File: src/rtl/sdram_req_queue.sv
// Client request FIFO and one-at-a-time issue engine in front of the SDRAM
// controller: boots the controller, queues requests, returns read data.
module sdram_req_queue #(
  parameter int DATA_BITS  = 32,
  parameter int ADDR_BITS  = 13,
  parameter int DEPTH_LOG2 = 2,
  parameter int TIMEOUT    = 255
) (
  input  logic                 clk,
  input  logic                 rst,
  input  logic                 req_valid,
  output logic                 req_ready,
  input  logic                 req_we,
  input  logic [ADDR_BITS-1:0] req_addr,
  input  logic [DATA_BITS-1:0] req_wdata,
  output logic                 rsp_valid,
  output logic [DATA_BITS-1:0] rsp_rdata,
  output logic                 init_done,
  output logic                 busy,
  output logic                 err,
  output logic                 ctl_en,
  output logic                 ctl_we,
  output logic [ADDR_BITS-1:0] ctl_addr,
  output logic [DATA_BITS-1:0] ctl_wdata,
  input  logic                 ctl_rdy,
  input  logic                 ctl_valid,
  input  logic [DATA_BITS-1:0] ctl_rdata
);

  localparam int DEPTH = 1 << DEPTH_LOG2;
  localparam int TW    = $clog2(TIMEOUT + 1);
  localparam int EW    = 1 + ADDR_BITS + DATA_BITS;

  typedef enum logic [2:0] {
    BOOT, WAIT_INIT, IDLE, ISSUE, WAIT_ACK, WAIT_DONE
  } state_t;

  state_t state, state_nx;

  logic [EW-1:0]       mem [DEPTH];
  logic [EW-1:0]       head;
  logic [DEPTH_LOG2:0] wr_ptr, rd_ptr, count;
  logic [TW-1:0]       tmo_cnt;
  logic                push, pop;
  logic                waiting, tmo_hit, capture;
  logic                got_rsp;

  assign count     = wr_ptr - rd_ptr;
  assign req_ready = (count != (DEPTH_LOG2+1)'(DEPTH));
  assign push      = req_valid && req_ready;
  assign head      = mem[rd_ptr[DEPTH_LOG2-1:0]];

  assign waiting = (state == WAIT_ACK) || (state == WAIT_DONE);
  assign tmo_hit = waiting && (tmo_cnt == TW'(TIMEOUT));
  // A timed-out request is dropped, so late read data is ignored.
  assign capture = waiting && ctl_valid && !tmo_hit;

  assign busy = (count != '0) || (state == ISSUE) || waiting;

  always_comb begin
    state_nx = state;
    pop      = 1'b0;
    unique case (state)
      BOOT:      state_nx = WAIT_INIT;
      WAIT_INIT: if (ctl_rdy) state_nx = IDLE;
      IDLE: begin
        if ((count != '0) && ctl_rdy) begin
          pop      = 1'b1;
          state_nx = ISSUE;
        end
      end
      ISSUE:     state_nx = WAIT_ACK;
      WAIT_ACK: begin
        if (tmo_hit)      state_nx = IDLE;
        else if (!ctl_rdy) state_nx = WAIT_DONE;
      end
      WAIT_DONE: begin
        if (tmo_hit) state_nx = IDLE;
        else if (ctl_rdy && (ctl_we || got_rsp)) state_nx = IDLE;
      end
      default:   state_nx = BOOT;
    endcase
  end

  always_ff @(posedge clk) begin
    if (rst) state <= BOOT;
    else     state <= state_nx;
  end

  always_ff @(posedge clk) begin
    if (push) mem[wr_ptr[DEPTH_LOG2-1:0]] <= {req_we, req_addr, req_wdata};
  end

  always_ff @(posedge clk) begin
    if (rst) begin
      wr_ptr    <= '0;
      rd_ptr    <= '0;
      ctl_en    <= 1'b0;
      ctl_we    <= 1'b0;
      ctl_addr  <= '0;
      ctl_wdata <= '0;
      rsp_valid <= 1'b0;
      rsp_rdata <= '0;
      got_rsp   <= 1'b0;
      init_done <= 1'b0;
      err       <= 1'b0;
      tmo_cnt   <= '0;
    end else begin
      rsp_valid <= capture;
      ctl_en    <= (state == BOOT) || pop;
      if (push) wr_ptr <= wr_ptr + 1'b1;
      if (pop) begin
        rd_ptr                        <= rd_ptr + 1'b1;
        {ctl_we, ctl_addr, ctl_wdata} <= head;
        got_rsp                       <= 1'b0;
      end
      if (capture) begin
        rsp_rdata <= ctl_rdata;
        got_rsp   <= 1'b1;
      end
      if ((state == WAIT_INIT) && ctl_rdy) init_done <= 1'b1;
      if (tmo_hit) err <= 1'b1;
      if (state == ISSUE)           tmo_cnt <= '0;
      else if (waiting && !tmo_hit) tmo_cnt <= tmo_cnt + 1'b1;
    end
  end

endmodule

File: config.mk
export PLATFORM = sky130hd
export DESIGN_NAME = sdram_req_queue
export DESIGN_NICKNAME = d
export VERILOG_FILES = /design/src/rtl/sdram_req_queue.sv
export SDC_FILE = /design/constraint.sdc
export NUM_CORES = 1
export LEC_CHECK = 0
export CAP_MARGIN = 0
export CORE_ASPECT_RATIO = 0.5
export CORE_UTILIZATION = 58
export CTS_CLUSTER_DIAMETER = 80
export DETAILED_ROUTE_END_ITERATION = 8
export PLACE_DENSITY = 0.85
export SKIP_CTS_REPAIR_TIMING = 1
export SLEW_MARGIN = 10
export SYNTH_ARGS = -nofsm -noshare
export SYNTH_HDL_FRONTEND = slang
export SYNTH_SLANG_ARGS = --single-unit
File: constraint.sdc
create_clock -name clk -period 12.25 [get_ports clk]
set_input_delay 3.675 -clock clk [delete_from_list [all_inputs] [get_ports clk]]
set_output_delay 3.675 -clock clk [all_outputs]
set_load 0.02 [all_outputs]
[Word level (Yosys, flattened, before mapping)]
Memories as Yosys holds them, arrays and structs flattened. A register that Yosys moved wholly into a read port is not among the register bits.
Cells that the tools add are included.
Cells by class
  reductions and logical operators: 19
  $add $sub $neg: 4
  equal/unequal tests: 11
  multiplexer cells: 13
Operator list (number)
  3-bit 2-to-1 mux: 6
  3-bit case mux with 6 select lines: 1
  8-bit by 1-bit adder with 8-bit output (second input constant): 1
  8-bit == test (second input constant): 1
  1-bit logical AND: 8
  3-bit by 1-bit adder with 3-bit output (second input constant): 2
  3-bit by 2-bit == test with 1-bit output (second input constant): 2
  3-bit == test (second input constant): 2
  1-bit 2-to-1 mux: 6
  3-bit inequality test (second input constant): 2
  1-bit logical OR: 5
  2-bit inequality test (second input constant): 2
  4-bit AND reduction: 1
  3-bit by 1-bit == test with 1-bit output (second input constant): 1
  3-bit logical NOT: 1
  3-bit by 2-bit inequality test with 1-bit output (second input constant): 1
  3-bit nonzero test: 1
  3-bit subtractor: 1
  2-bit nonzero test: 1
  2-bit OR reduction: 1
  1-bit logical NOT: 1
Word-level totals
  output and inout port bits: 84
  RAM bits: 184
  word-level logic and storage cells: 58
  bits in registers: 54
  memories kept: 1
Memories
  mem: depth 4, width 46, rd ports 1, clocked after Yosys merged registers in 1, write ports 1, line 40  | logic [EW-1:0] mem [DEPTH];

[Longest topological paths before layout]
  depth after elaboration: 7
  gate-level depth with buffers: 10

[Least setup slack after synthesis]
No wires, ideal clock.
  path type: input-to-reg
  start: input port req_valid
  end: register wr_ptr[2]
  data arrival time: 6599 ps
  stages on the path: 3
  path buffers: 0
  data required time: 12123 ps
  slack: 5524 ps
  path through: nand2_1 a31oi_1 mux2_2
On the way
  longest elaborated chain between the ends: 1
Ends and longest elaborated chain
  from (decl): line 11  | input logic req_valid,
  1-bit logical AND: line 50  | assign push = req_valid && req_ready;
  to (signal assigned): line 111  | if (push) wr_ptr <= wr_ptr + 1'b1;
  to (decl): line 42  | logic [DEPTH_LOG2:0] wr_ptr, rd_ptr, count;
Every way passes these cells.
A chain may end at the register's enable or synchronous reset.

[Worst setup path in the final report]
  start: register rd_ptr[0]
  end: output port req_ready
On the way
  longest elaborated chain between the ends: 2
Ends and longest elaborated chain
  from (decl): line 42
  from (signal assigned): line 113  | rd_ptr <= rd_ptr + 1'b1;
  3-bit subtractor: line 48  | assign count = wr_ptr - rd_ptr;
  3-bit inequality test: line 49  | assign req_ready = (count != (DEPTH_LOG2+1)'(DEPTH));
  to (decl): line 12  | output logic req_ready,
Every way passes these cells.

==> results.sh <==
export IMPL_status="finished, final reports clean"
export IMPL_relSlewSlack=0.3508
export IMPL_vias_per_cell=6.137
export IMPL_min_from="err"
export IMPL_worst_pin_slew_ns=0.9738
export IMPL_r2r_end="mem[1][7]"
export IMPL_synth_seq_cells=284
export IMPL_die_area_um2=19220
export IMPL_synth_edf_count=184
export IMPL_drt_iter0_drc=584
export IMPL_synth_seq_area_share=0.6963
export IMPL_area_growth_pct=23.93
export IMPL_rr_startpoint="rd_ptr[0]"
export IMPL_ff_latch_area_um2=7532
export IMPL_grt_pass1_vias=6887
export IMPL_cts_tree="built"
export IMPL_hold_class="flip-flop to flip-flop"
export IMPL_ys_flop_type="edfxtp_1"
export IMPL_peakVddDrop_v=0.00009277
export IMPL_drtPass1Iterations=4
export IMPL_finalSetupTns_ns=0
export IMPL_syn_inst=696
export IMPL_yosysMostFrequentCell="edfxtp_1"
export IMPL_fp_dieH_um=98.54
export IMPL_ant_nets=0
export IMPL_initial_utilization=0.6079
export IMPL_grt_max_degree=83
export IMPL_holdWs_ns=0.4759
export IMPL_cp_start_kind="flip-flop"
export IMPL_finalPower_w=0.002081
export IMPL_clockBufferDepth=3
export IMPL_clock_root_buffer="clkbuf_16"
export IMPL_ios=167
export IMPL_syn_nets=787
export IMPL_multi_input_area_um2=3072
export IMPL_cp_data_arrival_time_ns=3.31
export IMPL_place_hpwl_um=13790
export IMPL_vias=6751
export IMPL_grt_usage=0.2468
export IMPL_fin_skew_ns=0.008307
export IMPL_p_leak_nw=4.339
export IMPL_async_flop_share=0
export IMPL_drc_errors=0
export IMPL_hold_viol=0
export IMPL_max_cap_violations=0
export IMPL_syn_area_um2=10810
export IMPL_cts_sinks=284
export IMPL_period_minus_slack_ns=6.985
export IMPL_fin_nets=939
export IMPL_clock_latency_ns=0.51
export IMPL_cp_end_kind="primary output"
export IMPL_postLayoutCoreUtil=0.7534
export IMPL_power_density_nw_per_um2=155.4
export IMPL_chipWidth_um=195.1
export IMPL_setup_viol=0
export IMPL_rsz0062_at_grt="no"
export IMPL_netlist_top_cells_count="edfxtp_1, dfxtp_1, nand2_1"
export IMPL_gp_congestion=0.8016
export IMPL_core_area_um2=17780
export IMPL_cts_inserted_buffers=24
export IMPL_numPortBuffers=166
export IMPL_grt_ovfl_total=0
export IMPL_grt_pass1_wl_um=36890
export IMPL_grt_antenna_before_repair=0
export IMPL_synth_top_cells_by_area="edfxtp_1, dfxtp_1, mux4_2"
export IMPL_htreeDepth=1
export IMPL_finalWirelength_um=23610
export IMPL_drive_above_1_share=0.1270
export IMPL_fillers=998
export IMPL_period_share=0.5702
export IMPL_report_final_slew_viol_count=0
export IMPL_num_antenna_cells=0
export IMPL_num_rows=34
export IMPL_worstSetupPathType="flip-flop to primary output"
export IMPL_fmax_mhz=143.2
export IMPL_worst_ep_required_time_ns=8.57
export IMPL_routedWlPerCell_um=21.47
export IMPL_holdPathStages=2
export IMPL_synth_largest_area_cell="edfxtp_1"
export IMPL_clk_pin_slew_ns=0.07
export IMPL_reg2regPathDepth=6
export IMPL_ys_types=48
export IMPL_ys_warn_count=0
export IMPL_whs_endpoint="err"
export IMPL_postSynthAreaPerCell_um2=15.53
export IMPL_synthDominantCellAreaShare=0.5111
export IMPL_worstPathMaxFanout=50
export IMPL_rrSetupSlack_ns=8.62
kinds of logic after synthesis:
logic type | Yosys count | share of synthesized area
multiplexers | 83 | 0.1304
XOR/XNOR | 5 | 0.005440
flip-flops | 284 | 0.6963
adder cells (fa/ha/maj) | 8 | 0.009260
AND/OR/NAND/NOR | 128 | 0.05232
AO/OA/AOI/OAI | 129 | 0.08206
buffers and inverters | 59 | 0.02419
through the flow:
stage               area, um^2  instances  setup slack, ns
global route             13400       1100            5.097
global placement         12670       1056            5.832
floorplan                10810        696            5.524
CTS                      13400       1100            5.181
detailed placement       12670       1056            5.750
finish                   13400       1100            5.265
critical path, stage by stage, from the launching register on:
cell,delay (ns)
dfxtp_4,1.00
ha_1,0.30
nor2b_1,0.40
xnor2_2,0.30
nand3_1,0.21
clkdlybuf4s50_1,0.58
registers in the layout, indices dropped and copies added (netlist names), 3 cells and up:
name	cells
ctl_addr	13
ctl_wdata	32
mem	184
rd_ptr	3
rsp_rdata	32
state	3
tmo_cnt	8
wr_ptr	3
power breakdown:
part	total [W]	switching (W)	internal, W
registers	0.00111	0.0000321	0.00107
logic	0.000255	0.000142	0.000113
clock network	0.000721	0.000327	0.000394
total	0.00208	0.000501	0.00158
final cells by class:
class | count | area share
clock inverter | 14 | 0.006537
tap | 234 | 0.02185
inverter | 8 | 0.002241
multi-input combinational | 353 | 0.2293
sequential | 284 | 0.5622
clock buffer | 30 | 0.04810
timing repair buffer | 177 | 0.1298
worst max-delay path by stage:
| stage | from | to | slack [ns] | cells after the start |
|---|---|---|---|---|
| floorplan | req_valid | wr_ptr[2] | 5.52 | 3 |
| global placement | rd_ptr[0] | req_ready | 5.83 | 5 |
| detailed placement | rd_ptr[0] | req_ready | 5.75 | 5 |
| CTS | rd_ptr[0] | req_ready | 5.18 | 5 |
| global route | rd_ptr[0] | busy | 5.10 | 5 |
| finish | rd_ptr[0] | req_ready | 5.26 | 5 |
routing by layer:
metal / up-vias / wire (um) / GRT usage / share of wire
met2: 324 / 11600 / 0.4168 / 0.49
met5: - / 0 / 0 / 0
met3: 51 / 1699 / 0.04689 / 0.072
met1: 3346 / 9640 / 0.3271 / 0.41
met4: 0 / 675 / 0.08298 / 0.029
li1: 3030 / - / - / -
placed cells by master (no fill, tap or decap), types with 2 or more instances in the layout:
master and instances:
a21oi_1 8, a31oi_1 3, and2_2 3, buf_4 11, clkbuf_1 5, clkbuf_16 25
clkdlybuf4s50_1 165, clkinv_1 6, clkinv_2 6, dfxtp_1 98, edfxtp_1 184, ha_1 8
inv_1 7, mux2_2 3, mux2i_1 34, mux4_2 46, nand2_1 54, nand3_1 4
nand4_1 2, nor2_1 46, nor2b_1 5, nor3_1 3, nor3b_4 2, o211ai_1 4
o21ai_0 20, o21ai_1 31, o21bai_1 2, o311ai_0 46, o31ai_1 3, xnor2_2 2
xor2_1 2
Power figures use the tool's default switching activity.
==> RTL edit, RTL diff (same flow settings) <==
The 6 states of `state_t` get a one-hot encoding in 6 bits.
--- a/src/rtl/sdram_req_queue.sv
+++ b/src/rtl/sdram_req_queue.sv
@@ -31,8 +31,8 @@
   localparam int TW    = $clog2(TIMEOUT + 1);
   localparam int EW    = 1 + ADDR_BITS + DATA_BITS;
 
-  typedef enum logic [2:0] {
-    BOOT, WAIT_INIT, IDLE, ISSUE, WAIT_ACK, WAIT_DONE
+  typedef enum logic [5:0] {
+    BOOT = 6'b000001, WAIT_INIT = 6'b000010, IDLE = 6'b000100, ISSUE = 6'b001000, WAIT_ACK = 6'b010000, WAIT_DONE = 6'b100000
   } state_t;
 
   state_t state, state_nx;
Formal check against the unedited RTL: same outputs for any inputs over 4 cycles, from zero or initial values and one cycle with rst high; so few cycles prove little.
==> RTL edit against the unedited design <==
  * The run now ends with DRC left
  * Area after synthesis down 1.9%
  * Routed wire length down 2.5%
  * Critical path depth up 2
  * First-iteration DRC count down 1.0%
  * Design area down 1.4%
  * Worst setup slack better by 0.53 ns
  * Sequential cell count up 3
  * Die area down 1.9%
  * Largest cell class unchanged
Power is not compared: it rests on default switching activity, and its combinational part moved more than twofold at a synthesized area within 25%.
==> RTL edit: results (changes against the unedited design) <==
[synthesis]
synth_area_leaders=edfxtp_1, dfxtp_1, mux4_2, nand2_1, a21oi_1
synth_nets=828  ; +5.2%
synth-adder-area-share=0.009438  ; +0.0001792
ys_seq_area_frac=0.7154  ; +0.01914
synth_compound_area_frac=0.05415  ; -0.02791
yosys.area_share.xor_xnor=0.01074  ; +0.005296
ys_types=45  ; -6.3%

[finish]
layout-drive-gt1-share=0.1139  ; -0.01311
fill_cells=1035  ; +3.7%
instances_no_fill=1147  ; +4.3%

[critical_path]
path_delay_family=buffers and inverters
r2r-start=wr_ptr[0]
critPathMaxStageDelay_ns=0.66  ; -0.34 ns
r2r_cells=7  ; +1
r2r_end=mem[0][32]
r2r_slack_ns=9.24  ; +0.62 ns

[route]
remaining_drc_errors=15  ; +15
met2_wirelength_um=11210  ; -3.4%
via_per_inst=5.803  ; -5.4%
dr.pass1.iters=7  ; +3
wl_met3_um=1593  ; -6.2%
wl_um=23020  ; -2.5%
met1_length_um=9429  ; -2.2%
drt_iter0_markers=578  ; -1.0%

[global_route]
first_global_vias=6757  ; -1.9%
grt_use_met2=0.4172  ; +0.0004658
grt_pass1_wl_um=36000  ; -2.4%
grtUsageMet3=0.05068  ; +0.003791
grt_max_degree=98  ; +18%

[placed_design]
dp_hpwl_um=13250  ; -3.9%

[hold_path]
hold_start=rsp_rdata[0]
holdPathEnd=rsp_rdata[0]

[run_status]
outcome=finished with violations
failed_checks=DRC

[timing]
holdWs_ns=0.4522  ; -0.02364 ns
timing.clock.skew_ns=0.02791  ; +0.01960 ns
worst_slew_pin_slew_ns=1.175  ; +0.2008 ns

[clock_network]
insertion_delay_ns=0.53  ; +0.02 ns

## RTL edit: cells by family (layout without fill, tap and decap cells)
logic type      after synthesis  count (layout)
xor+xnor                     13              13
flops                       287             287
buf+inv                      46             222
simple gates                229             229
fa+ha+maj                     8               8
mux                          47              47
compound gates              107             107
## RTL edit: layout make-up
type | count | area (µm²) | share of cell area
Timing Repair Buffer | 175 | 1727 | 0.1307
Multi-Input combinational cell | 404 | 2834 | 0.2144
Inverter | 4 | 15.01 | 0.001136
Tap cell | 234 | 292.8 | 0.02215
Sequential cell | 287 | 7592 | 0.5745
Clock inverter | 12 | 117.6 | 0.008900
Clock buffer | 31 | 636.9 | 0.04819
## RTL edit: per-stage QoR
step,area (µm²),power (mW),worst slack (ns)
after floorplan,10610,1.147,5.745
after global placement,12460,1.198,6.290
after detailed placement,12460,1.204,6.152
after CTS,13210,1.941,5.753
after global routing,13220,1.988,5.592
final,13220,1.930,5.794
## RTL edit: worst max-delay path by stage
stage | startpoint | endpoint | slack (ns) | cells after the start
2_1_floorplan | req_valid | mem[3][0] | 5.75 | 2
3_3_place_gp | req_valid | mem[1][10] | 6.29 | 4
3_5_place_dp | req_valid | mem[0][10] | 6.15 | 4
4_1_cts | wr_ptr[0] | busy | 5.75 | 7
5_1_grt | wr_ptr[0] | busy | 5.59 | 7
6_report | wr_ptr[0] | busy | 5.79 | 7
## RTL edit: worst reg2reg max path, delay by kind of cell, from the launching register on
kind / cells / cell delay (ns)
xor gates and xnor gates: 1 / 0.24
and+or+nand+nor: 2 / 0.58
DFF: 1 / 0.40
adders and majority gates: 1 / 0.19
buffers and inverters: 2 / 0.65
AOI/OAI and AO/OA: 1 / 0.57
